$ cat src/rtl/sync_fifo_flags.sv
// -----------------------------------------------------------------------------
// sync_fifo_flags
//
// Single-clock FIFO with arbitrary depth, an occupancy count, runtime
// almost-full / almost-empty thresholds, a synchronous flush, and sticky
// overflow / underflow error flags. Two read modes can be selected at
// elaboration: first-word-fall-through (FWFT=1) or registered output (FWFT=0).
//
// Parameters
//   DATA_WIDTH  word width in bits
//   FIFO_DEPTH  number of entries (>= 2, any integer)
//   FWFT        1 = head word presented combinationally, 0 = one-cycle read
//   CNT_WIDTH   width of count and threshold ports (derived)
//
// Ports
//   clk_i                  clock, rising edge
//   reset_n_i              synchronous active-low reset
//   flush_i                synchronous clear of contents and error flags
//   clr_err_i              clears overflow_o / underflow_o
//   wr_en_i, data_in_i     write request and data
//   rd_en_i                read request (pop / acknowledge in FWFT mode)
//   data_out_o, rd_valid_o read data and its qualifier
//   full_o, empty_o        occupancy extremes
//   almost_full_thresh_i   almost_full_o  = count_o >= threshold
//   almost_empty_thresh_i  almost_empty_o = count_o <= threshold
//   count_o                current occupancy, 0..FIFO_DEPTH
//   overflow_o             sticky: write attempted while full
//   underflow_o            sticky: read attempted while empty
// -----------------------------------------------------------------------------
module sync_fifo_flags #(
    parameter int DATA_WIDTH = 8,
    parameter int FIFO_DEPTH = 16,
    parameter bit FWFT       = 1'b1,
    parameter int CNT_WIDTH  = $clog2(FIFO_DEPTH + 1)
) (
    input  logic                  clk_i,
    input  logic                  reset_n_i,
    input  logic                  flush_i,
    input  logic                  clr_err_i,
    input  logic                  wr_en_i,
    input  logic [DATA_WIDTH-1:0] data_in_i,
    input  logic                  rd_en_i,
    output logic [DATA_WIDTH-1:0] data_out_o,
    output logic                  rd_valid_o,
    output logic                  full_o,
    output logic                  empty_o,
    input  logic [CNT_WIDTH-1:0]  almost_full_thresh_i,
    input  logic [CNT_WIDTH-1:0]  almost_empty_thresh_i,
    output logic                  almost_full_o,
    output logic                  almost_empty_o,
    output logic [CNT_WIDTH-1:0]  count_o,
    output logic                  overflow_o,
    output logic                  underflow_o
);

    localparam int                 PTR_W   = $clog2(FIFO_DEPTH);
    localparam logic [PTR_W-1:0]   LAST    = PTR_W'(FIFO_DEPTH - 1);
    localparam logic [CNT_WIDTH-1:0] DEPTH_C = CNT_WIDTH'(FIFO_DEPTH);

    // Storage is never reset; only the pointers and count define validity.
    logic [DATA_WIDTH-1:0] mem [FIFO_DEPTH];

    logic [PTR_W-1:0]     wr_ptr_q;
    logic [PTR_W-1:0]     rd_ptr_q;
    logic [CNT_WIDTH-1:0] count_q;
    logic                 overflow_q;
    logic                 underflow_q;

    logic full;
    logic empty;
    logic wr_acc;
    logic rd_acc;
    logic ovf_set;
    logic udf_set;

    // Explicit wrap so non-power-of-two depths cycle through 0..FIFO_DEPTH-1.
    function automatic logic [PTR_W-1:0] ptr_inc(input logic [PTR_W-1:0] p);
        return (p == LAST) ? '0 : p + PTR_W'(1);
    endfunction

    // Flags derive only from the count register.
    assign full  = (count_q == DEPTH_C);
    assign empty = (count_q == '0);

    // Accepts are decided on pre-edge state: a write into an empty FIFO is
    // not readable this cycle, and a read from a full FIFO does not make room
    // for a same-cycle write. Flush suppresses both.
    assign wr_acc  = wr_en_i & ~full  & ~flush_i;
    assign rd_acc  = rd_en_i & ~empty & ~flush_i;
    assign ovf_set = wr_en_i & full  & ~flush_i;
    assign udf_set = rd_en_i & empty & ~flush_i;

    always_ff @(posedge clk_i) begin
        if (reset_n_i && wr_acc) begin
            mem[wr_ptr_q] <= data_in_i;
        end
    end

    always_ff @(posedge clk_i) begin
        if (!reset_n_i) begin
            wr_ptr_q <= '0;
            rd_ptr_q <= '0;
            count_q  <= '0;
        end else if (flush_i) begin
            wr_ptr_q <= '0;
            rd_ptr_q <= '0;
            count_q  <= '0;
        end else begin
            if (wr_acc) begin
                wr_ptr_q <= ptr_inc(wr_ptr_q);
            end
            if (rd_acc) begin
                rd_ptr_q <= ptr_inc(rd_ptr_q);
            end
            case ({wr_acc, rd_acc})
                2'b10:   count_q <= count_q + CNT_WIDTH'(1);
                2'b01:   count_q <= count_q - CNT_WIDTH'(1);
                default: count_q <= count_q;
            endcase
        end
    end

    // Sticky error flags: a new error event wins over clr_err_i.
    always_ff @(posedge clk_i) begin
        if (!reset_n_i || flush_i) begin
            overflow_q  <= 1'b0;
            underflow_q <= 1'b0;
        end else begin
            if (ovf_set) begin
                overflow_q <= 1'b1;
            end else if (clr_err_i) begin
                overflow_q <= 1'b0;
            end
            if (udf_set) begin
                underflow_q <= 1'b1;
            end else if (clr_err_i) begin
                underflow_q <= 1'b0;
            end
        end
    end

    generate
        if (FWFT) begin : g_fwft
            // Head word shown with zero latency; forced to 0 when empty so
            // downstream never sees stale memory.
            assign data_out_o = empty ? '0 : mem[rd_ptr_q];
            assign rd_valid_o = ~empty;
        end else begin : g_reg
            logic [DATA_WIDTH-1:0] data_q;
            logic                  valid_q;

            // Data holds its last value between reads; valid pulses for the
            // single cycle after an accepted read.
            always_ff @(posedge clk_i) begin
                if (!reset_n_i || flush_i) begin
                    data_q  <= '0;
                    valid_q <= 1'b0;
                end else begin
                    valid_q <= rd_acc;
                    if (rd_acc) begin
                        data_q <= mem[rd_ptr_q];
                    end
                end
            end

            assign data_out_o = data_q;
            assign rd_valid_o = valid_q;
        end
    endgenerate

    assign full_o         = full;
    assign empty_o        = empty;
    assign count_o        = count_q;
    assign overflow_o     = overflow_q;
    assign underflow_o    = underflow_q;

    // Live thresholds: a threshold change is reflected in the same cycle.
    assign almost_full_o  = (count_q >= almost_full_thresh_i);
    assign almost_empty_o = (count_q <= almost_empty_thresh_i);

endmodule

$ cat config.mk
export PLATFORM = sky130hd
export DESIGN_NAME = sync_fifo_flags
export DESIGN_NICKNAME = d
export VERILOG_FILES = /design/src/rtl/sync_fifo_flags.sv
export SDC_FILE = /design/constraint.sdc
export NUM_CORES = 1
export LEC_CHECK = 0
export CORE_UTILIZATION = 40
export DETAILED_ROUTE_END_ITERATION = 7
export PLACE_DENSITY = 0.62
export REMOVE_ABC_BUFFERS = 1
export SLEW_MARGIN = 5
export SYNTH_ARGS = -nofsm -noshare
export SYNTH_HDL_FRONTEND = slang
export SYNTH_SLANG_ARGS = --single-unit
$ cat constraint.sdc
create_clock -name clk_i -period 3.39 [get_ports clk_i]
set_input_delay 0.339 -clock clk_i [delete_from_list [all_inputs] [get_ports clk_i]]
set_output_delay 0.339 -clock clk_i [all_outputs]
set_load 0.02 [all_outputs]
# --- After elaboration in Yosys (flattened, before gate mapping) ---
# Memories as Yosys holds them, arrays and structs flattened. A register that Yosys moved wholly into a read port is not among the register bits.
# Index checks and enable logic that the tools add are counted.
totals:
  register_bits: 15
  ramBits: 128
  in_bits: 24
  out_inout_bits: 20
  n_memories: 1
op_classes:
  add_sub_neg: 4
  n_lt_le_gt_ge: 2
  eq_ne: 5
  mux: 11
  bitwise: 12
  reduce_logical: 8
memory_table:
  columns: ["memory", "words", "width", "rd", "rd_clocked_by_memory_dff", "write_ports", "line_no", "source"]
  rows:
  - ["mem", 16, 8, 1, 1, 1, "61", "logic [DATA_WIDTH-1:0] mem [FIFO_DEPTH];"]
ops:
  columns: ["op", "count"]
  rows:
  - ["4-bit 2-to-1 mux", 4]
  - ["5-bit case mux with 2 select lines", 1]
  - ["4-bit by 1-bit adder with 4-bit output (second input constant)", 2]
  - ["1-bit AND", 8]
  - ["4-bit == test (second input constant)", 2]
  - ["8-bit 2-to-1 mux", 1]
  - ["2-bit nonzero test", 3]
  - ["5-bit by 1-bit adder with 5-bit output (second input constant)", 1]
  - ["5-bit == test (second input constant)", 1]
  - ["5-bit greater-or-equal comparator", 1]
  - ["5-bit <= comparator", 1]
  - ["5-bit logical NOT", 1]
  - ["1-bit 2-to-1 mux", 5]
  - ["5-bit by 1-bit subtractor with 5-bit output (second input constant)", 1]
  - ["1-bit inverter", 4]
  - ["2-bit by 1-bit == test with 1-bit output (second input constant)", 1]
  - ["2-bit == test (second input constant)", 1]
  - ["2-bit OR reduction", 1]
  - ["1-bit logical AND", 1]
  - ["1-bit logical NOT", 1]
  - ["1-bit logical OR", 1]

# --- Depth between registers and ports, before layout ---
depth:
  ltp_word: 7
  mapped_depth: 12

# --- Least setup slack after synthesis ---
# Ideal clock, no wire load.
synth_timing:
  path_kind: "reg2reg"
  startpoint: "register count_q[2], in the netlist count_o[2]"
  endpoint: "register count_q[2], in the netlist count_o[2]"
  t_arrival_ns: 2.757
  path_slack_ns: 0.563
  stages_incl_launch_ff: 13
  path_buffers: 2
  period_less_slack_ns: 2.827
  path_cell_list: "dfxtp_1 buf_2 or4_4 o21ai_2 inv_1 ha_1 clkbuf_2 xor2_1 ha_1 a21o_1 xnor2_1 or3_1 a21oi_1"
synth_via:
  elab_chain_cells: 6
synth_lines:
  columns: ["element", "line_no", "source"]
  rows:
  - ["from (decl)", "65", "logic [CNT_WIDTH-1:0] count_q;"]
  - ["from (signal assigned)", "116", "2'b10: count_q <= count_q + CNT_WIDTH'(1);"]
  - ["from (signal assigned)", "117", "2'b01: count_q <= count_q - CNT_WIDTH'(1);"]
  - ["from (signal assigned)", "118", "default: count_q <= count_q;"]
  - ["5-bit == test / 5-bit logical NOT (equally long branches)", "82, 83", null]
  - ["1-bit inverter (on tied branches)", "88, 89", null]
  - ["1-bit AND (on tied branches) (2 in series)", "88, 89", null]
  - ["2-bit by 1-bit == test with 1-bit output / 2-bit == test (equally long branches)", "115", "case ({wr_acc, rd_acc})"]
  - ["5-bit case mux with 2 select lines / 2-bit nonzero test (equally long branches)", null, null]
# Several ways; a longest one is shown, not always the timed one.
# A chain may end at the register's enable or synchronous reset.

==> impl_metrics.ini <==
[critical_path]
r2r_setup_slack_ns = 0.45
end_kind = primary output
max_stage_delay_ns = 0.68
critPathMaxFanout = 15
critPathRequiredTime_ns = 3.05
cpMostUsedCell = a211oi_1
cpLargestDelayFamily = buffers and inverters
start_kind = register
path_cells = buf_4, mux4_2, a211oi_1, a211oi_1, clkdlybuf4s50_1
worst-setup-path-type = reg -> out
critPathBufInv = 2
cp.arrival_ns = 2.82
critPathSlowestCell = clkdlybuf4s50_1

[cells_and_area]
nets = 487
fillers = 1337
antennaDiodeCount = 0
final_cell_mix = edfxtp_1, clkdlybuf4s50_1, nor2_1, mux4_2, buf_4
drive_above_1_share_pct = 16.6
layout_commonest_cell = edfxtp_1
syn2layout_area_growth_pct = 20.4

[yosys]
ys_ff_latch = 147
synth-edff-count = 128
synth_seq_area_share_pct = 66.6
syn_area_um2 = 6350
yosysUniqueCellTypes = 49
avgSynthCellArea_um2 = 16.5
syn_inst = 384
synth_ff_type = edfxtp_1
yosys_warnings = 0
synthArstFlopShare_pct = 0

[route]
first_pass_iters = 4
wire_per_inst_um = 18.2
ant_nets = 0
wirelength_mm = 12.1
drc = 0
vias_per_cell = 5.20
drt_iter0_drc = 253
dr_total_vias = 3474

[timing]
max_slew_margin_pct = 54.7
drv_slew = 0
hold_violations = 0
setup_viol = 0
tns_ns = 0
final.setup_skew_ns = 0.00662
tightest_slew_ns = 0.678
fin_crit_sh_pct = 93.1
fmax_ghz = 0.317
period_minus_slack_ns = 3.15
rsz0062_at_grt = no

[cts]
cts_buffer_depth = 2
cts_tree = built
numCtsBuffers = 17
cts_root_buf = clkbuf_16
htreeDepth = 4
insertion_delay_ns = 0.42
clock_sinks = 147
cts_resized = 0
cts_hold_buffers = 0
clkSlewWorstSetupHoldPaths_ns = 0.06
cts_setup_buffers = 0

[floorplanning]
die_w_um = 128
fp.dieH_um = 128
core_um2 = 15300
rows = 45
boundaryPins = 44
die_area_um2 = 16400
initial_core_util_pct = 41.4

[place]
place.gp.congestion = 0.730
dp_hpwl_mm = 8.04
port_buffers = 43

[global_routing]
antenna_found_initial = 0
grt_pass1_vias = 3672
gr-usage-all-layers_pct = 16.1
grt_start_max_net_pins = 33
grt_pass1_wl_mm = 19.3
grt-ovfl-total = 0

[pwr]
power_density_nw_per_um2 = 511
p_clk_share_pct = 46.0
vdd_drop_max_uv = 366
p_sw_w = 0.000791
power.share.switching_pct = 20.3
leakagePower_nw = 2.53
power_w = 0.00390
power_frac_seq_pct = 50.6
internal_power_w = 0.00311
pwr-share-comb_pct = 3.4

[job]
cap_violations = 0

[hold_path]
min_path_type = reg -> reg

[outcome]
run_status = finished, final reports clean
[sequential cells by signal, indices dropped and copies added (netlist names), named ones only]
signal	cells
rd_ptr_q	4
underflow_o	1
overflow_o	1
mem	128
count_o	5
wr_ptr_q	4
[cell type report]
type	instances	area, µm²	share of cell area (%)
multi-input combinational	198	1920	25.2
clock inverter	13	134	1.75
inverter	16	60.1	0.786
tap	211	264	3.46
clock buffer	19	433	5.67
sequential	147	4220	55.3
timing repair buffer	64	601	7.86
[worst paths after layout]
path | start | to | cells past startpoint
worst max-delay path | register | data_out_o[4] | 5
worst min-delay path | rd_ptr_q[1]$_SDFFE_PP0N_ | rd_ptr_q[1]$_SDFFE_PP0N_ | 2
worst max register to register | count_o[1]$_SDFFE_PP0P_ | count_o[2]$_SDFFE_PP0P_ | 10
worst min register to register | rd_ptr_q[1]$_SDFFE_PP0N_ | rd_ptr_q[1]$_SDFFE_PP0N_ | 2
[power by group through the flow]
stage	Combinational (W)	Sequential, W	Clock, W
after CTS	0.000135	0.00198	0.00183
after floorplan	0.0000541	0.00202	0
after global routing	0.000146	0.00198	0.00190
after detailed placement	0.000134	0.00201	0
final	0.000132	0.00198	0.00179
after global placement	0.000131	0.00201	0
[cells by family (layout without fill, tap and decap cells)]
logic type                 after synthesis  in the layout  share of synthesized area (%)
adders and majority gates               19             19                           3.75
and+or+nand+nor                         81             81                           6.80
buffers and inverters                   39            112                           3.13
xor gates and xnor gates                 5              5                          0.690
AOI/OAI and AO/OA                       50             50                           5.44
muxes                                   43             43                           13.6
DFF                                    147            147                           66.6
[cell usage after synthesis, types with 3 or more instances]
cell	number	share of area [%]
buf_2	7	0.55
mux2i_1	11	1.7
nand4b_1	3	0.41
a21oi_1	8	0.63
mux4_2	23	8.2
nand3_1	8	0.63
ha_1	19	3.7
o21ai_0	7	0.55
clkbuf_1	7	0.41
nor2_1	23	1.4
nor2b_1	11	1.1
a21o_1	3	0.35
edfxtp_1	128	61
dfxtp_1	19	6.0
a211oi_1	17	2.0
nor3_1	5	0.39
inv_1	16	0.95
nand2_1	11	0.65
mux4_1	9	3.7
nand2b_1	6	0.59
nand3b_1	3	0.35
buf_4	3	0.35
xor2_1	3	0.41
and2_1	3	0.30
[metal layers]
layer,global-route usage (%),up-vias,wire length [µm]
met1,19.9,1735,5250
met4,6.51,0,175
li1,-,1633,-
met2,27.0,90,6090
met5,0,-,0
met3,4.38,16,616
[through the flow]
stage | hold WS, ns | worst slack, ns | cells | utilization (%) | instance area [µm²]
final | 0.511 | 0.235 | 668 | 49.9 | 7640
after global routing | 0.539 | 0.0254 | 668 | 49.9 | 7640
after CTS | 0.519 | 0.179 | 668 | 49.9 | 7640
after detailed placement | 0.500 | 0.437 | 636 | 46.2 | 7070
after global placement | 0.498 | 0.534 | 636 | 46.2 | 7070
after floorplan | 0.438 | 0.676 | 361 | - | 6210
[tightest hold or removal path, delay by kind of cell (launching register included)]
kind	cells	cell delay, ns
compound gates	1	0.08
flops	1	0.32
simple gates	1	0.05
Power figures use the tool's default switching activity.
